===== config.mk =====
export PLATFORM = sky130hd
export DESIGN_NAME = fifo_uart_tx
export DESIGN_NICKNAME = d
export VERILOG_FILES = /design/src/rtl/fifo_uart_tx.sv
export SDC_FILE = /design/constraint.sdc
export NUM_CORES = 1
export LEC_CHECK = 0
export ABC_AREA = 1
export BUFFER_PORTS_ARGS = -buffer_cell sky130_fd_sc_hd__buf_2
export CAP_MARGIN = 10
export CORE_ASPECT_RATIO = 1.25
export CORE_UTILIZATION = 30
export CTS_BUF_LIST = sky130_fd_sc_hd__clkbuf_4 sky130_fd_sc_hd__clkbuf_8
export DETAILED_ROUTE_END_ITERATION = 6
export PLACE_DENSITY = 0.44
export SYNTH_ARGS = -nofsm -noshare
export SYNTH_HDL_FRONTEND = slang
export SYNTH_SLANG_ARGS = --single-unit

===== constraint.sdc =====
create_clock -name clk -period 1.7 [get_ports clk]
set_clock_uncertainty 0.1 [all_clocks]
set_input_delay 0.085 -clock clk [delete_from_list [all_inputs] [get_ports clk]]
set_output_delay 0.085 -clock clk [all_outputs]
set_load 0.02 [all_outputs]

===== src/rtl/fifo_uart_tx.sv =====
// fifo_uart_tx: drains a FIFO one word at a time onto an 8N1 UART line.
// Define FIFO_UART_TX_PARITY_EN to add an even-parity bit before the stop bit.
module fifo_uart_tx #(
    parameter int DATA_SIZE    = 8,
    parameter int CLKS_PER_BIT = 16,
    parameter int CNT_W        = 16
) (
    input  logic                 clk,
    input  logic                 rst,
    input  logic                 fifo_empty,
    input  logic [DATA_SIZE-1:0] fifo_data,
    output logic                 fifo_pop,
    output logic                 tx,
    output logic                 busy,
    output logic                 tx_done
);

    localparam int IDX_W = (DATA_SIZE > 1) ? $clog2(DATA_SIZE) : 1;

    localparam logic [CNT_W-1:0] CNT_LAST = CNT_W'(CLKS_PER_BIT - 1);
    localparam logic [CNT_W-1:0] CNT_PRE  = CNT_W'(CLKS_PER_BIT - 2);
    localparam logic [IDX_W-1:0] IDX_LAST = IDX_W'(DATA_SIZE - 1);

    typedef enum logic [2:0] {
        IDLE,
        POP,
        LOAD,
        START,
        DATA,
`ifdef FIFO_UART_TX_PARITY_EN
        PARITY,
`endif
        STOP
    } state_t;

    state_t               state;
    logic [CNT_W-1:0]     cnt;
    logic [IDX_W-1:0]     idx;
    logic [DATA_SIZE-1:0] shift;
    logic [DATA_SIZE-1:0] shift_nx;
    logic                 bit_end;
`ifdef FIFO_UART_TX_PARITY_EN
    logic                 par;
`endif

    assign bit_end  = (cnt == CNT_LAST);
    assign shift_nx = shift >> 1;

    // Frame sequencer: pop, load, then shift out start/data/(parity)/stop.
    always_ff @(posedge clk or negedge rst) begin
        if (!rst) begin
            state    <= IDLE;
            cnt      <= '0;
            idx      <= '0;
            shift    <= '0;
            tx       <= 1'b1;
            fifo_pop <= 1'b0;
            busy     <= 1'b0;
            tx_done  <= 1'b0;
`ifdef FIFO_UART_TX_PARITY_EN
            par      <= 1'b0;
`endif
        end else begin
            fifo_pop <= 1'b0;
            tx_done  <= 1'b0;
            case (state)
                IDLE: begin
                    tx  <= 1'b1;
                    cnt <= '0;
                    if (!fifo_empty) begin
                        state    <= POP;
                        fifo_pop <= 1'b1;
                        busy     <= 1'b1;
                    end
                end
                POP: begin
                    cnt   <= '0;
                    state <= LOAD;
                end
                LOAD: begin
                    shift <= fifo_data;
`ifdef FIFO_UART_TX_PARITY_EN
                    par   <= ^fifo_data;
`endif
                    idx   <= '0;
                    cnt   <= '0;
                    tx    <= 1'b0;
                    state <= START;
                end
                START: begin
                    if (bit_end) begin
                        cnt   <= '0;
                        tx    <= shift[0];
                        state <= DATA;
                    end else begin
                        cnt <= cnt + 1'b1;
                    end
                end
                DATA: begin
                    if (bit_end) begin
                        cnt   <= '0;
                        shift <= shift_nx;
                        idx   <= idx + 1'b1;
                        if (idx == IDX_LAST) begin
`ifdef FIFO_UART_TX_PARITY_EN
                            tx    <= par;
                            state <= PARITY;
`else
                            tx    <= 1'b1;
                            state <= STOP;
`endif
                        end else begin
                            tx <= shift_nx[0];
                        end
                    end else begin
                        cnt <= cnt + 1'b1;
                    end
                end
`ifdef FIFO_UART_TX_PARITY_EN
                PARITY: begin
                    if (bit_end) begin
                        cnt   <= '0;
                        tx    <= 1'b1;
                        state <= STOP;
                    end else begin
                        cnt <= cnt + 1'b1;
                    end
                end
`endif
                STOP: begin
                    tx <= 1'b1;
                    if (bit_end) begin
                        cnt   <= '0;
                        busy  <= 1'b0;
                        state <= IDLE;
                    end else begin
                        cnt <= cnt + 1'b1;
                        if (cnt == CNT_PRE) tx_done <= 1'b1;
                    end
                end
                default: begin
                    cnt   <= '0;
                    tx    <= 1'b1;
                    busy  <= 1'b0;
                    state <= IDLE;
                end
            endcase
        end
    end

endmodule


==> results of run 1 <==
==> worst paths after layout <==
path	end	slack, ps
min in group asynchronous	cnt[7]$_DFF_PN0_	170
max in group asynchronous	tx$_DFFE_PN1P_	810
worst min register to register	tx$_DFFE_PN1P_	370
worst min-delay path	shift[0]$_DFFE_PN0P_	8
worst max register to register	state[0]$_DFFE_PN0P_	130
worst max-delay path	state[0]$_DFFE_PN0P_	130
==> kinds of logic after synthesis <==
kind of cell               count (synthesis)  synth area share
AOI/OAI and AO/OA                         10           0.03171
xor gates and xnor gates                   8           0.03779
adders and majority gates                  4           0.02699
buffers and inverters                     24           0.05533
DFF                                       34            0.4595
and+or+nand+nor                          165            0.3887
==> tightest hold or removal path, stage by stage <==
cell and delay [ps]:
buf_2 70, nand2_1 50, o21ai_0 60, nand2_1 50, nand2_1 40
==> final cells by class <==
type                            instances  area share
Clock inverter                          2    0.005498
Sequential cell                        34      0.3744
Multi-Input combinational cell        187      0.3986
Timing Repair Buffer                   32      0.1056
Inverter                               21     0.03463
Tap cell                               82     0.04508
Clock buffer                            6     0.03628
==> layer usage <==
| layer | GRT usage | up-vias | wire, um |
|---|---|---|---|
| met5 | 0 | - | 0 |
| met4 | 0.04902 | 0 | 67 |
| met3 | 0.03027 | 6 | 83 |
| met2 | 0.2453 | 18 | 1920 |
| met1 | 0.1658 | 722 | 1908 |
| li1 | - | 833 | - |
==> power groups by stage <==
stage | logic (mW) | clock network, mW | registers [mW]
3_5_place_dp | 1.01 | 0 | 1.14
6_report | 1.02 | 0.634 | 1.12
5_1_grt | 1.18 | 0.690 | 1.15
2_1_floorplan | 0.705 | 0 | 1.16
4_1_cts | 1.03 | 0.664 | 1.13
3_3_place_gp | 1.02 | 0 | 1.14
==> sequential cells by signal, indices dropped and copies added, names as in the netlist <==
name and count:
fifo_pop 1, cnt 16, shift 8, idx 3
busy 1, tx_done 1, state 3, tx 1
==> metrics by stage <==
step                      utilization  hold slack (ps)
after floorplan                     -           -310.6
after detailed placement       0.3534           -46.14
after global placement         0.3534           -43.73
after global routing           0.3860            31.24
final                          0.3860            8.354
after CTS                      0.3848           0.1223
==> repair_timing <==
| action | CTS | global route |
|---|---|---|
| setup endpoints to repair | 0 | 10 |
| resized for setup | 0 | 2 |
| endpoints found under the hold margin | 42 | 0 |
| hold buffers | 9 | 0 |
==> cells in the final DEF (no fill, tap or decap), types with 2 or more instances in the layout <==
cell type and n:
dlygate4sd3_1 9, buf_4 8, nand2_1 86, dfrtp_1 33, nor2_4 2, nand2_2 4, ha_1 3, o21bai_1 2
nand2_4 2, inv_2 2, xor2_1 6, o21ai_0 4, nor2_1 38, buf_2 14, clkbuf_8 6, nor2_2 3
xnor2_1 2, nand3_1 24, a21oi_1 3, nor3_1 2, inv_1 19
==> flow_results.org, run 1 <==
** Run status
- Run status :: finished clean

** Floorplan
- The die is 72.32 um wide.
- The floorplan has 31 rows.
- Floorplan Core Area :: 5896 sq um
- The die covers 6502 sq um.
- Die height :: 89.90 um
- I/O Pins :: 15
- The initial utilization of the core area, before any placement, comes to 0.3145.

** Logic synthesis
- Yosys warning count :: 0
- Number of nets produced by synthesis :: 260
- Top FF cell, synth :: dfrtp_1
- The biggest area contributor in the post-synthesis netlist is dfrtp_1.
- Share of flip-flops with an asynchronous set or reset after synthesis :: 1.000
- The share of synthesized area in the top cell type comes to 0.4453.
- After synthesis the cells add up to 1854 sq um.
- In this run, synthesis inferred 0 flip-flops with an integrated enable.
- Mean Syn Cell Area :: 7.568 sq um
- Ranked by total cell area, the synthesized netlist is headed by dfrtp_1, nand2_1, nor2_1.
- Synthesized instance count :: 245
- Yosys instantiated no cell more often than nand2_1.
- Number of register bits inferred by synthesis :: 34
- The share of the Yosys chip area taken by registers is 0.4595.
- Most instantiated cells after synthesis :: nand2_1, nor2_1, dfrtp_1, nand3_1, inv_1
- After synthesis, the netlist uses 26 different library cells.

** GRT
- The first global-routing pass estimated 7155 um of wire.
- For this run the aggregate overflow at the end of global routing stands at 0.
- Across every metal layer, demand over resource in global routing totals 0.1404.
- Pin count of the biggest net entering global routing :: 19
- Number of global-route vias before repair :: 1620
- Initial antenna violation count :: 0

** Critical path
- Top delay family on crit path :: simple AND/OR/NAND/NOR gates
- Required time reported for the critical path endpoint :: 1770 ps
- Critical Path AT :: 1650 ps
- Traced cell by cell, the critical path runs through ha_2 -> nand3_2 -> nor2_4 -> nand2_2 -> nand2_4 -> nand2_2 -> nand2_1 -> nand2_1.
- Worst path depth :: 8
- Category of the critical setup timing path :: flip-flop to flip-flop
- The worst setup path is launched from a flip-flop.
- Reg-to-reg startpoint :: cnt[0]$_DFF_PN0_
- Measured in cells, the most critical reg-to-reg path has a length of 8.
- CP Max Fanout :: 10
- Buffer and inverter count on the worst path :: 0
- The worst setup path is captured at a flip-flop.
- The slowest stage of the critical path is the dfrtp_1 cell.
- Delay of the slowest cell on the worst path :: 380 ps
- Crit path launch :: cnt[0]$_DFF_PN0_

** Routing
- Detailed-route wire length :: 3980 um
- Using the TritonRoute via totals, the vias-per-cell ratio works out to 4.338.
- Number of DRC violations after detailed routing :: 0
- Vias :: 1579
- Starting DRC count in detailed routing :: 57
- Routed wire length per instance :: 10.93 um
- Detailed-routing iteration count for the pre-antenna-repair pass :: 4
- The count of nets left with antenna violations once routing finished came out at 0.

** Timing
- Final number of setup-violating endpoints :: 0
- Derived from the worst setup path, the maximum achievable clock frequency is 635.5 MHz.
- The final-report max-slew violation count is 0.
- RSZ-0062 raised after global routing :: no
- The worst pin sits at a relative slew slack of 0.7139.
- Across all setup checks in the final design, the least slack found is 126.3 ps.
- Measured slew at the worst slew-check pin :: 429.2 ps
- In the final timing run, aggregate negative setup slack is 0 ps.
- Period utilisation layout :: 0.9257
- The hold violation count in the final report was 0.
- After layout, the minimum clock period comes to 1574 ps.

** Clock network
- Buffers added to address setup during post-CTS repair amount to 0.
- The longest clock path from root to sink contains 2 buffers.
- Total clock sinks :: 34
- Number of H-tree levels :: 2
- CTS tree :: done
- The tree is rooted in a clkbuf_8.
- Clock-pin slew was measured on the worst setup and hold paths at 80 ps.
- The clock reaches the later pin of the worst-skew pair after 290 ps.
- In this run, CTS created clock tree buffers numbering 5.

** Placed design
- Before CTS, the worst setup slack after placement is 85.61 ps.
- Placed cell area :: 2083 sq um
- In this run, placement finished with an instance count of 347.
- Post-DP HPWL :: 3031 um
- At the end of routability-driven placement, the weighted congestion stood at 0.7952.
- Number of port buffers :: 14

** Power
- Of the total power, the share spent switching nets is 0.3897.
- In this run the static leakage power is 1.096 nW.
- The worst-case IR drop observed on VDD is 478.9 uV.
- Of the total power, registers draw 0.404.
- Clock network fraction of design power :: 0.228
- The analysis attributes to net switching a power of 1.084 mW.
- The completed layout was analyzed and its total power is 2.782 mW.
- Total power per unit cell area :: 1222 nW/um^2
- Cell-internal power :: 1.698 mW
- The share of total power dissipated in combinational logic is 0.368.

** Worst hold path
- The tightest min-delay check is of the primary input to flip-flop type.
- In this run the most critical hold path is launched from fifo_data[0].
- Cell depth of the worst hold path :: 5

** Layout
- The repair_antennas step left the layout with diodes totalling 0.
- Fill cells in the final layout number 652.
- Number of nets in the final layout :: 296
- Registers take 852.1 sq um.
- Area added between synthesis and finish :: 22.74%
- In the final layout, the share of cells above drive strength 1 is 0.1738.
- Non-filler cells in the finished layout :: 364
- Final cell area excluding filler cells :: 2276 sq um
- In the final layout, the multi-input gates occupy 907.1 sq um.

** Job
- Max-cap violations in this run came to 0.
Note: power is estimated with default switching activity, not from simulation.
==> run 2: changes to the inputs <==
==> constraint.sdc (replaced) <==
create_clock -name clk -period 1.7 [get_ports clk]
set_clock_uncertainty 0.1 [all_clocks]
set_input_delay 0 -clock clk [delete_from_list [all_inputs] [get_ports clk]]
set_output_delay 0 -clock clk [all_outputs]
set_load 0.02 [all_outputs]
==> run 2 against run 1 <==
Largest power group unchanged. Wire length grew 2.2%. Count of clock-buffer cells in the layout rose by 1. Utilization is 0.42 points higher. Via count rose by 2.3%. Highest routed layer unchanged. Largest cell class unchanged. Total power grew 2.3%. First-iteration DRC count decreased by 16%. Worst hold slack gained 95 ps. Die area unchanged.
==> flow_results.org, run 2 (same netlist as run 1, synthesis figures left out) <==
** Routing
- Number of DRC violations after detailed routing :: 0
- Detailed-route wire length :: 4069 um
- Average vias per placed instance :: 4.413
- Detailed routing placed a total of 2027 um of wire on met2.
- Starting DRC count in detailed routing :: 48
- Detailed routing placed a total of 102 um of wire on met3.
- In this run the top signal layer used is met4.
- Antenna-violating nets left :: 0
- In the final routed layout, each cell accounts on average for 11.12 um.
- Metal-1 WL :: 1870 um
- Detailed-routing iteration count for the pre-antenna-repair pass :: 4
- Vias :: 1615

** Critical path
- Walking the worst path, the cells encountered are ha_2 -> nand3_2 -> nor2_4 -> nand3_4 -> nand2_2 -> nand2_1 -> nand2_1.
- Buffer and inverter count on the worst path :: 0
- The worst register-to-register path begins at cnt[1]$_DFF_PN0_.
- R2R cell count :: 7
- The worst setup path is captured at a flip-flop.
- STA classifies the critical path startpoint as a flip-flop.
- In this design, the stage delay of the slowest critical-path cell is 370 ps.
- Worst path depth :: 7
- Reg-to-reg slack, setup :: 130 ps
- CP Max Fanout :: 14
- The worst setup path is of the flip-flop to flip-flop kind.
- In this design, the critical path's most frequently occurring cell is nand2_1.
- STA puts the critical path data required time at 1820 ps.
- Top delay family on crit path :: simple AND/OR/NAND/NOR gates
- Critical Path AT :: 1690 ps
- Cell type of the slowest stage on the worst timing path :: dfrtp_1
- The endpoint identified for the worst register-to-register timing path is idx[0]$_DFFE_PN0P_.

** Layout
- Most frequent standard cell in the layout excluding fill and tap cells :: nand2_1
- Summing all non-filler instances in the final layout gives an area of 2301 sq um.
- Total of fill cells in the finished design :: 654
- The final layout contains 298 nets.
- Register with the most flip-flops :: cnt
- The area growth from synthesis to layout is 24.09%.
- Non-filler cells in the finished layout :: 366
- Antenna diode instance count :: 0
- The largest registers in the layout are cnt x16, shift x8.
- The register with the most flip-flops in the layout has 16 of them.
- The library cells used most frequently in the layout, excluding fill and tap cells, are nand2_1, nor2_1, dfrtp_1.
- Of the cells placed in the final design, the portion with a size suffix greater than 1 is 0.1761.
- Fin util :: 0.3903

** Placed design
- In this run, placement finished with an instance count of 347.
- Buffers placed on the I/O ports in this run total 14.
- Weighted congestion at the end of routability-driven global placement :: 0.7773
- Post-Place Setup Slack :: 93.69 ps
- Post-DP HPWL :: 3019 um
- In this run the cell area measured after placement is 2083 sq um.

** Timing
- The final-report max-slew violation count is 0.
- Summed over all failing endpoints, the final setup total negative slack is 0 ps.
- Measured slew at the worst slew-check pin :: 267.9 ps
- Final number of setup-violating endpoints :: 0
- RSZ-0062 raised after global routing :: no
- Derived from the worst setup path, the maximum achievable clock frequency is 635.6 MHz.
- Worst Hold Slack :: 102.9 ps
- In the finished design, the share of the clock period the worst path needs comes to 0.9254.
- Max transition margin :: 0.8208
- Min Clock Period, post-route :: 1573 ps
- The hold violation count in the final report is 0.
- Final worst setup slack :: 126.7 ps

** GRT
- Overall routing resource usage :: 0.1433
- The first global-routing pass estimated 7272 um of wire.
- Entering global routing, the biggest net connects 35 pins.
- Initial antenna violation count :: 0
- Number of global-route vias before repair :: 1602
- Global routing finished with a remaining overflow of 0.

** Clock network
- TritonCTS built the clock tree.
- Number of buffers inserted during clock tree synthesis :: 5
- Register clock-pin slew on the reported worst setup and hold paths :: 70 ps
- The longest clock path from root to sink contains 2 buffers.
- The clock tree synthesis step divided the H-tree into 2 levels.
- CTS saw 34 sinks.
- For the worst-skew pair, the clock arrives at the later sink with an insertion delay of 280 ps.
- Clock tree root driver cell :: clkbuf_8

** Power
- IR analysis of the VDD net gives a maximum drop of 635.5 uV.
- For this design the static power due to leakage is 1.114 nW.
- After layout, the design draws a total of 2.846 mW.
- Total power per unit cell area :: 1237 nW/um^2

** Floorplan
- The floorplan step defined a core boundary enclosing 5896 sq um.
- 15 I/O pins were placed.
- Rows :: 31
- Die height :: 89.90 um
- The initial utilization of the core area, before any placement, comes to 0.3145.
- Chip Width :: 72.32 um
- Die outline area :: 6502 sq um

** Job
- Number of max-cap violations :: 0

** Worst hold path
- Worst min-delay path category :: primary input to async pin

** Run status
- The flow ran to the end, and the final reports show no timing, DRC or antenna violations.
==> run 2: area by class of cell <==
type                       count  area, sq um  area share
clock buffer                   7        90.09     0.03915
sequential                    34        852.1      0.3703
timing repair buffer          34        270.3      0.1175
inverter                      21        78.83     0.03426
clock inverter                 1        5.005    0.002175
multi-input combinational    187        902.1      0.3921
tap                           82        102.6     0.04459
==> run 2: worst reg2reg max path: stages (launching register included) <==
cell,delay [ps]
dfrtp_1,370
ha_2,230
nand3_2,120
nor2_4,170
nand3_4,180
nand2_2,210
nand2_1,70
nand2_1,60
==> run 2: worst max path at each step <==
stage | from | to | slack (ps)
finish | cnt[1]$_DFF_PN0_ | idx[0]$_DFFE_PN0P_ | 130
global route | cnt[0]$_DFF_PN0_ | shift[5]$_DFFE_PN0P_ | 30
CTS | cnt[1]$_DFF_PN0_ | idx[0]$_DFFE_PN0P_ | 80
detailed placement | cnt[0]$_DFF_PN0_ | shift[6]$_DFFE_PN0P_ | 90
global placement | cnt[0]$_DFF_PN0_ | state[2]$_DFFE_PN0P_ | 120
floorplan | cnt[0]$_DFF_PN0_ | state[0]$_DFFE_PN0P_ | 280
==> run 2: power breakdown <==
group	internal, mW	leakage (nW)	switching, mW	total [mW]
sequential	1.01	0.449	0.116	1.12
combinational	0.410	0.613	0.674	1.08
clock	0.343	0.0517	0.295	0.638
==> run 2: layer usage <==
layer,GRT usage,vias up
met4,0.05392,0
li1,-,838
met1,0.1727,749
met5,0,-
met3,0.03363,6
met2,0.2430,22
==> run 2: timing repair <==
item / 4_1_cts / 5_1_grt
resized for setup: 0 / 1
hold buffers: 10 / 0
endpoints found under the setup margin: 0 / 8
setup buffers: 0 / 1
hold endpoints to repair: 44 / 0
